--- config.mk ---
export PLATFORM = sky130hd
export DESIGN_NAME = fifo_burst_writer
export DESIGN_NICKNAME = d
export VERILOG_FILES = /design/src/rtl/fifo_burst_writer.sv
export SDC_FILE = /design/constraint.sdc
export NUM_CORES = 1
export LEC_CHECK = 0
export ABC_AREA = 1
export CAP_MARGIN = 10
export CORE_MARGIN = 1
export CORE_UTILIZATION = 52
export DETAILED_ROUTE_END_ITERATION = 16
export GPL_ROUTABILITY_DRIVEN = 0
export PLACE_DENSITY = 0.79
export SYNTH_ARGS = -nofsm -noshare
export SYNTH_HDL_FRONTEND = slang
export SYNTH_SLANG_ARGS = --single-unit
export TNS_END_PERCENT = 5
--- constraint.sdc ---
create_clock -name wclk -period 1.68 [get_ports wclk]
set_input_delay 0.168 -clock wclk [delete_from_list [all_inputs] [get_ports wclk]]
set_output_delay 0.168 -clock wclk [all_outputs]
set_load 0.02 [all_outputs]
--- src/rtl/fifo_burst_writer.sv ---
// Write-side burst traffic source for an asynchronous FIFO write port.
// Emits BURST_LENGTH words spaced WRITE_PERIOD cycles apart, stalling on wfull.
module fifo_burst_writer #(
   parameter int unsigned DATASIZE     = 8,
   parameter int unsigned BURST_LENGTH = 1024,
   parameter int unsigned WRITE_PERIOD = 2,
   parameter int unsigned SEED         = 0
) (
   input  logic                                wclk,
   input  logic                                wrst,
   input  logic                                start,
   input  logic                                abort,
   input  logic                                wfull,
   output logic                                winc,
   output logic [DATASIZE-1:0]                 wdata,
   output logic                                busy,
   output logic                                done,
   output logic [$clog2(BURST_LENGTH+1)-1:0]   word_count,
   output logic [15:0]                         stall_count
);

   localparam int unsigned WCW = $clog2(BURST_LENGTH + 1);
   localparam int unsigned GW  = (WRITE_PERIOD > 1) ? $clog2(WRITE_PERIOD) : 1;

   localparam logic [1:0] S_IDLE  = 2'd0;
   localparam logic [1:0] S_WRITE = 2'd1;
   localparam logic [1:0] S_GAP   = 2'd2;
   localparam logic [1:0] S_DONE  = 2'd3;

   localparam logic [DATASIZE-1:0] SEED_V   = DATASIZE'(SEED);
   localparam logic [WCW-1:0]      LAST_IDX = WCW'(BURST_LENGTH - 1);
   localparam logic [GW-1:0]       GAP_INIT = GW'(WRITE_PERIOD - 1);

   logic [1:0]          state, state_nxt;
   logic [DATASIZE-1:0] data_nxt;
   logic [WCW-1:0]      wc_nxt;
   logic [15:0]         sc_nxt;
   logic [GW-1:0]       gap, gap_nxt;

   // Write strobe is combinational so a full flag or reset blocks the write in the same cycle.
   assign winc = (state == S_WRITE) && !wfull && !wrst;

   always_comb begin
      state_nxt = state;
      data_nxt  = wdata;
      wc_nxt    = word_count;
      sc_nxt    = stall_count;
      gap_nxt   = gap;
      case (state)
         S_IDLE: begin
            if (start) begin
               state_nxt = S_WRITE;
               data_nxt  = SEED_V;
               wc_nxt    = '0;
               sc_nxt    = '0;
            end
         end
         S_WRITE: begin
            if (!wfull) begin
               data_nxt = wdata + DATASIZE'(1);
               wc_nxt   = word_count + WCW'(1);
               if (word_count == LAST_IDX) begin
                  state_nxt = S_DONE;
               end else if (WRITE_PERIOD == 1) begin
                  state_nxt = S_WRITE;
               end else begin
                  state_nxt = S_GAP;
                  gap_nxt   = GAP_INIT;
               end
            end else if (stall_count != 16'hFFFF) begin
               sc_nxt = stall_count + 16'd1;
            end
            // A word accepted alongside abort is still counted above.
            if (abort) begin
               state_nxt = S_IDLE;
            end
         end
         S_GAP: begin
            gap_nxt = gap - GW'(1);
            if (gap == GW'(1)) begin
               state_nxt = S_WRITE;
            end
            if (abort) begin
               state_nxt = S_IDLE;
            end
         end
         S_DONE: begin
            state_nxt = S_IDLE;
         end
         default: begin
            state_nxt = S_IDLE;
         end
      endcase
   end

   always_ff @(posedge wclk) begin
      if (wrst) begin
         state       <= S_IDLE;
         wdata       <= SEED_V;
         word_count  <= '0;
         stall_count <= '0;
         gap         <= '0;
         busy        <= 1'b0;
         done        <= 1'b0;
      end else begin
         state       <= state_nxt;
         wdata       <= data_nxt;
         word_count  <= wc_nxt;
         stall_count <= sc_nxt;
         gap         <= gap_nxt;
         busy        <= (state_nxt != S_IDLE);
         done        <= (state_nxt == S_DONE);
      end
   end

endmodule

==> flow_summary.html <==
<table>
<tr><th>Metric</th><th>Value</th></tr>
<tr><th colspan="2">Synth</th></tr>
<tr><td>Synthesized cell area</td><td>0.00226 mm2</td></tr>
<tr><td>Syn avg cell area</td><td>6.84 um2</td></tr>
<tr><td>Count of flip-flops with a built-in enable after synthesis</td><td>0</td></tr>
<tr><td>Sequential share of the synthesized area</td><td>0.354</td></tr>
<tr><td>Yosys reg bits</td><td>40</td></tr>
<tr><td>Post-Synth Simple-Gate Area</td><td>0.391</td></tr>
<tr><td>Flip-flop cell with the highest count after synthesis</td><td>dfxtp_1</td></tr>
<tr><td>Post-synthesis cell type with the largest combined area</td><td>dfxtp_1</td></tr>
<tr><td>Fraction of registers with async set or reset after synthesis</td><td>0</td></tr>
<tr><td>Number of distinct library cells after synthesis</td><td>32</td></tr>
<tr><td>Leading cell types by total area after synthesis</td><td>dfxtp_1 35%, nand2_1 13%, nor2_1 8.8%, inv_1 5.6%, nand3_1 4.2%</td></tr>
<tr><td>Syn. warnings</td><td>0</td></tr>
<tr><td>Syn_nets</td><td>339</td></tr>
<tr><td>Share of cell area taken by muxes after synthesis</td><td>0</td></tr>
<tr><td>Post-synth top area share</td><td>0.354</td></tr>
<tr><td>Complex-gate fraction of the synthesized area</td><td>0.147</td></tr>
<tr><td>Main combinational cell family by area after synthesis</td><td>simple AND/OR/NAND/NOR gates</td></tr>
<tr><td>Parity-gate share of the synthesized area counting xor and xnor cells</td><td>0.0116</td></tr>
<tr><td>Adder and majority gate portion of the synthesized area</td><td>0.0166</td></tr>
<tr><td>Gate Count Post-Synth</td><td>331</td></tr>
<tr><th colspan="2">Drt</th></tr>
<tr><td>1st-iter DRT viols</td><td>155</td></tr>
<tr><td>Met3 wirelength from detailed routing</td><td>229 um</td></tr>
<tr><td>Average wire length per cell after detail routing</td><td>12.4 um</td></tr>
<tr><td>Met2 WL</td><td>2720 um</td></tr>
<tr><td>First drt pass iteration count</td><td>4</td></tr>
<tr><td>Total wirelength of the detailed-routed design</td><td>5550 um</td></tr>
<tr><td>Remaining design rule violation count</td><td>0</td></tr>
<tr><td>Total via count after detailed routing</td><td>2331</td></tr>
<tr><td>Highest layer used for signal routing</td><td>met4</td></tr>
<tr><td>Post-DR vias/cell</td><td>5.23</td></tr>
<tr><td>Detail Route Antenna Nets</td><td>0</td></tr>
<tr><td>Metal-1 WL</td><td>2530 um</td></tr>
<tr><th colspan="2">Clocking</th></tr>
<tr><td>Cell chosen for the clock root</td><td>clkbuf_8</td></tr>
<tr><td>Reg clk slew, reported paths</td><td>0.08 ns</td></tr>
<tr><td>Clock tree from TritonCTS</td><td>built</td></tr>
<tr><td>Number of sinks handled by clock tree synthesis</td><td>40</td></tr>
<tr><td>Buffer depth of the longest clock path</td><td>2</td></tr>
<tr><td>Post CTS Setup Buffer Count</td><td>0</td></tr>
<tr><td>H-tree Lvls</td><td>2</td></tr>
<tr><td>Insertion delay of the later-clocked pin in the worst-skew pair</td><td>0.29 ns</td></tr>
<tr><td>Number of buffers inserted during clock tree synthesis</td><td>5</td></tr>
<tr><th colspan="2">Critical path</th></tr>
<tr><td>Type of destination of the critical path</td><td>output pin</td></tr>
<tr><td>Crit-path leading delay family</td><td>buffers and inverters</td></tr>
<tr><td>FF-to-FF setup slack</td><td>0.13 ns</td></tr>
<tr><td>CP peak stage delay</td><td>0.65 ns</td></tr>
<tr><td>Worst-path cell with the longest stage delay</td><td>clkdlybuf4s50_1</td></tr>
<tr><td>Biggest fanout along the worst timing path</td><td>7</td></tr>
<tr><td>Worst Path Buf+Inv</td><td>1</td></tr>
<tr><td>CP Class</td><td>flip-flop to output pin</td></tr>
<tr><td>Startpoint Class</td><td>flip-flop</td></tr>
<tr><td>Critical Path, Cell by Cell</td><td>clkdlybuf4s50_1</td></tr>
<tr><td>WP data arrival</td><td>1.40 ns</td></tr>
<tr><td>CP Data Required Time</td><td>1.51 ns</td></tr>
<tr><th colspan="2">Cells and area</th></tr>
<tr><td># nets final</td><td>403</td></tr>
<tr><td>Layout overhead on the synthesized area</td><td>31.3%</td></tr>
<tr><td>Layout Cells excl Fill</td><td>446</td></tr>
<tr><td>Proportion of layout cells with a drive suffix above 1</td><td>0.167</td></tr>
<tr><td>Total inserted antenna cells</td><td>0</td></tr>
<tr><td>Fin util</td><td>0.727</td></tr>
<tr><th colspan="2">Floorplanning</th></tr>
<tr><td>Horizontal die dimension</td><td>68.0 um</td></tr>
<tr><td>Floorplan die height</td><td>68.0 um</td></tr>
<tr><td>Top Ports</td><td>43</td></tr>
<tr><td>Effective utilization at floorplan</td><td>0.554</td></tr>
<tr><td>Number of standard-cell rows in the floorplan</td><td>23</td></tr>
<tr><td>Total core area</td><td>0.00409 mm2</td></tr>
<tr><td>Die outline area</td><td>0.00462 mm2</td></tr>
<tr><th colspan="2">Timing</th></tr>
<tr><td>Setup Viol. Count Final</td><td>0</td></tr>
<tr><td>Count of final hold-check violations</td><td>0</td></tr>
<tr><td>Final worst clock skew</td><td>0.00696 ns</td></tr>
<tr><td>Max-slew violation count</td><td>0</td></tr>
<tr><td>Setup repair after global routing missed its margin</td><td>yes</td></tr>
<tr><td>Post-Route Setup TNS</td><td>0 ns</td></tr>
<tr><td>Worst slew pin tran</td><td>0.407 ns</td></tr>
<tr><td>Tightest hold margin</td><td>0.471 ns</td></tr>
<tr><td>Min Clock Period, post-route</td><td>1.57 ns</td></tr>
<tr><td>Worst slew slack as a fraction of its limit</td><td>0.728</td></tr>
<tr><td>Highest clock frequency the design can meet</td><td>0.636 GHz</td></tr>
<tr><td>Period utilisation layout</td><td>0.936</td></tr>
<tr><th colspan="2">GRT</th></tr>
<tr><td>Total congestion overflow after global routing</td><td>0</td></tr>
<tr><td>Antenna violations before repair</td><td>0</td></tr>
<tr><td>Wire length of the first global-routing pass</td><td>9130 um</td></tr>
<tr><td>Number of global-route vias before repair</td><td>2064</td></tr>
<tr><td>GRT Util Overall</td><td>0.264</td></tr>
<tr><td>Pin count of the biggest net entering global routing</td><td>18</td></tr>
<tr><th colspan="2">Placed design</th></tr>
<tr><td>Half-perimeter wire length after placement</td><td>4190 um</td></tr>
<tr><td>Number of placed instances, taps included</td><td>438</td></tr>
<tr><td>Quantity of I/O buffers inserted on ports</td><td>42</td></tr>
<tr><th colspan="2">Power</th></tr>
<tr><td>Worst voltage drop across the vdd grid</td><td>498 uV</td></tr>
<tr><td>Ratio of total power to cell area</td><td>634 mW/mm2</td></tr>
<tr><td>Leakage power of the design</td><td>0.00112 uW</td></tr>
<tr><th colspan="2">Run</th></tr>
<tr><td>Max capacitance violation total</td><td>0</td></tr>
<tr><th colspan="2">Hold path</th></tr>
<tr><td>Classification of the worst-slack hold path</td><td>flip-flop to flip-flop</td></tr>
<tr><th colspan="2">Status</th></tr>
<tr><td>Run status</td><td>complete, no violations</td></tr>
</table>
==> Yosys cell counts (4+ instances only) <==
library cell	count
inv_1	34
nand2_2	7
nor2_1	53
nand2_4	4
a21oi_1	18
nor2_4	5
nor2_2	4
a21oi_2	8
nor3_1	5
nand2_1	80
nand4_1	8
dfxtp_1	40
o21ai_0	13
nand3_1	19
==> metrics by stage <==
step / instance area (um2) / setup slack, ns / power (uW)
2_1_floorplan: 2270 / 0.0904 / 1150
6_report: 2970 / 0.107 / 1890
3_3_place_gp: 2880 / 0.0265 / 1230
5_1_grt: 2970 / -0.00916 / 1970
4_1_cts: 2970 / 0.0782 / 1890
3_5_place_dp: 2880 / 0.0309 / 1240
==> final timing paths <==
kind                               start                          end  cells after the start
max reg2reg  stall_count[1]$_SDFFE_PP0P_  stall_count[4]$_SDFFE_PP0P_                     10
min           word_count[9]$_SDFFE_PP0P_   word_count[9]$_SDFFE_PP0P_                      2
max                wdata[3]$_SDFFE_PP0P_                     wdata[3]                      1
min reg2reg   word_count[9]$_SDFFE_PP0P_   word_count[9]$_SDFFE_PP0P_                      2
==> cells in the final DEF (no fill, tap or decap), types with 3 or more instances in the layout <==
cell / count
a21oi_1: 18
a21oi_2: 8
buf_4: 20
clkbuf_8: 6
clkdlybuf4s50_1: 41
dfxtp_1: 38
inv_1: 34
inv_2: 3
nand2_1: 80
nand2_2: 7
nand2_4: 3
nand3_1: 19
nand4_1: 8
nor2_1: 53
nor2_2: 4
nor2_4: 5
nor3_1: 5
o21ai_0: 12
o21ai_1: 3
o21bai_1: 3
xor2_1: 3
==> cells by family (layout without fill, tap and decap cells) <==
group,count (synthesis),count (layout)
fa+ha+maj,3,3
buf+inv,43,108
xor+xnor,3,3
flops,40,40
simple gates,190,190
compound gates,52,52
==> state kept, by name, summed over array words and instances, names as in the netlist <==
name and count:
wdata 8, busy 1, stall_count 16, done 1, gap 1, word_count 11
state 2
==> tightest hold or removal path, stage by stage (launching register included) <==
cell and delay [ns]:
dfxtp_1 0.33, inv_1 0.05, a21oi_1 0.05
==> repair_timing <==
action | 4_1_cts | 5_1_grt
setup endpoints to repair | 1 | 2
hold buffers | 0 | 0
hold endpoints to repair | 0 | 0
cloned | 0 | 0
gates resized for setup | 1 | 4
==> final cells by class <==
cell class / count / area [um2]
Multi-Input combinational cell: 248 / 1290
Fill cell: 347 / 1110
Sequential cell: 40 / 803
Timing Repair Buffer: 63 / 586
Inverter: 37 / 139
Clock buffer: 8 / 90.1
Tap cell: 50 / 62.6
==> routing by layer <==
metal / GRT usage / vias to the layer above
li1: - / 1198
met1: 0.321 / 1072
met2: 0.463 / 54
met3: 0.0517 / 7
met4: 0.0807 / 0
met5: 0 / -
==> report_power, final <==
part	switching, uW	internal [uW]	leakage, uW
combinational	141	94.7	0.000751
sequential	17.9	966	0.000325
clock	330	335	0.0000455
total	489	1400	0.00112
Note: power is estimated with default switching activity, not from simulation.
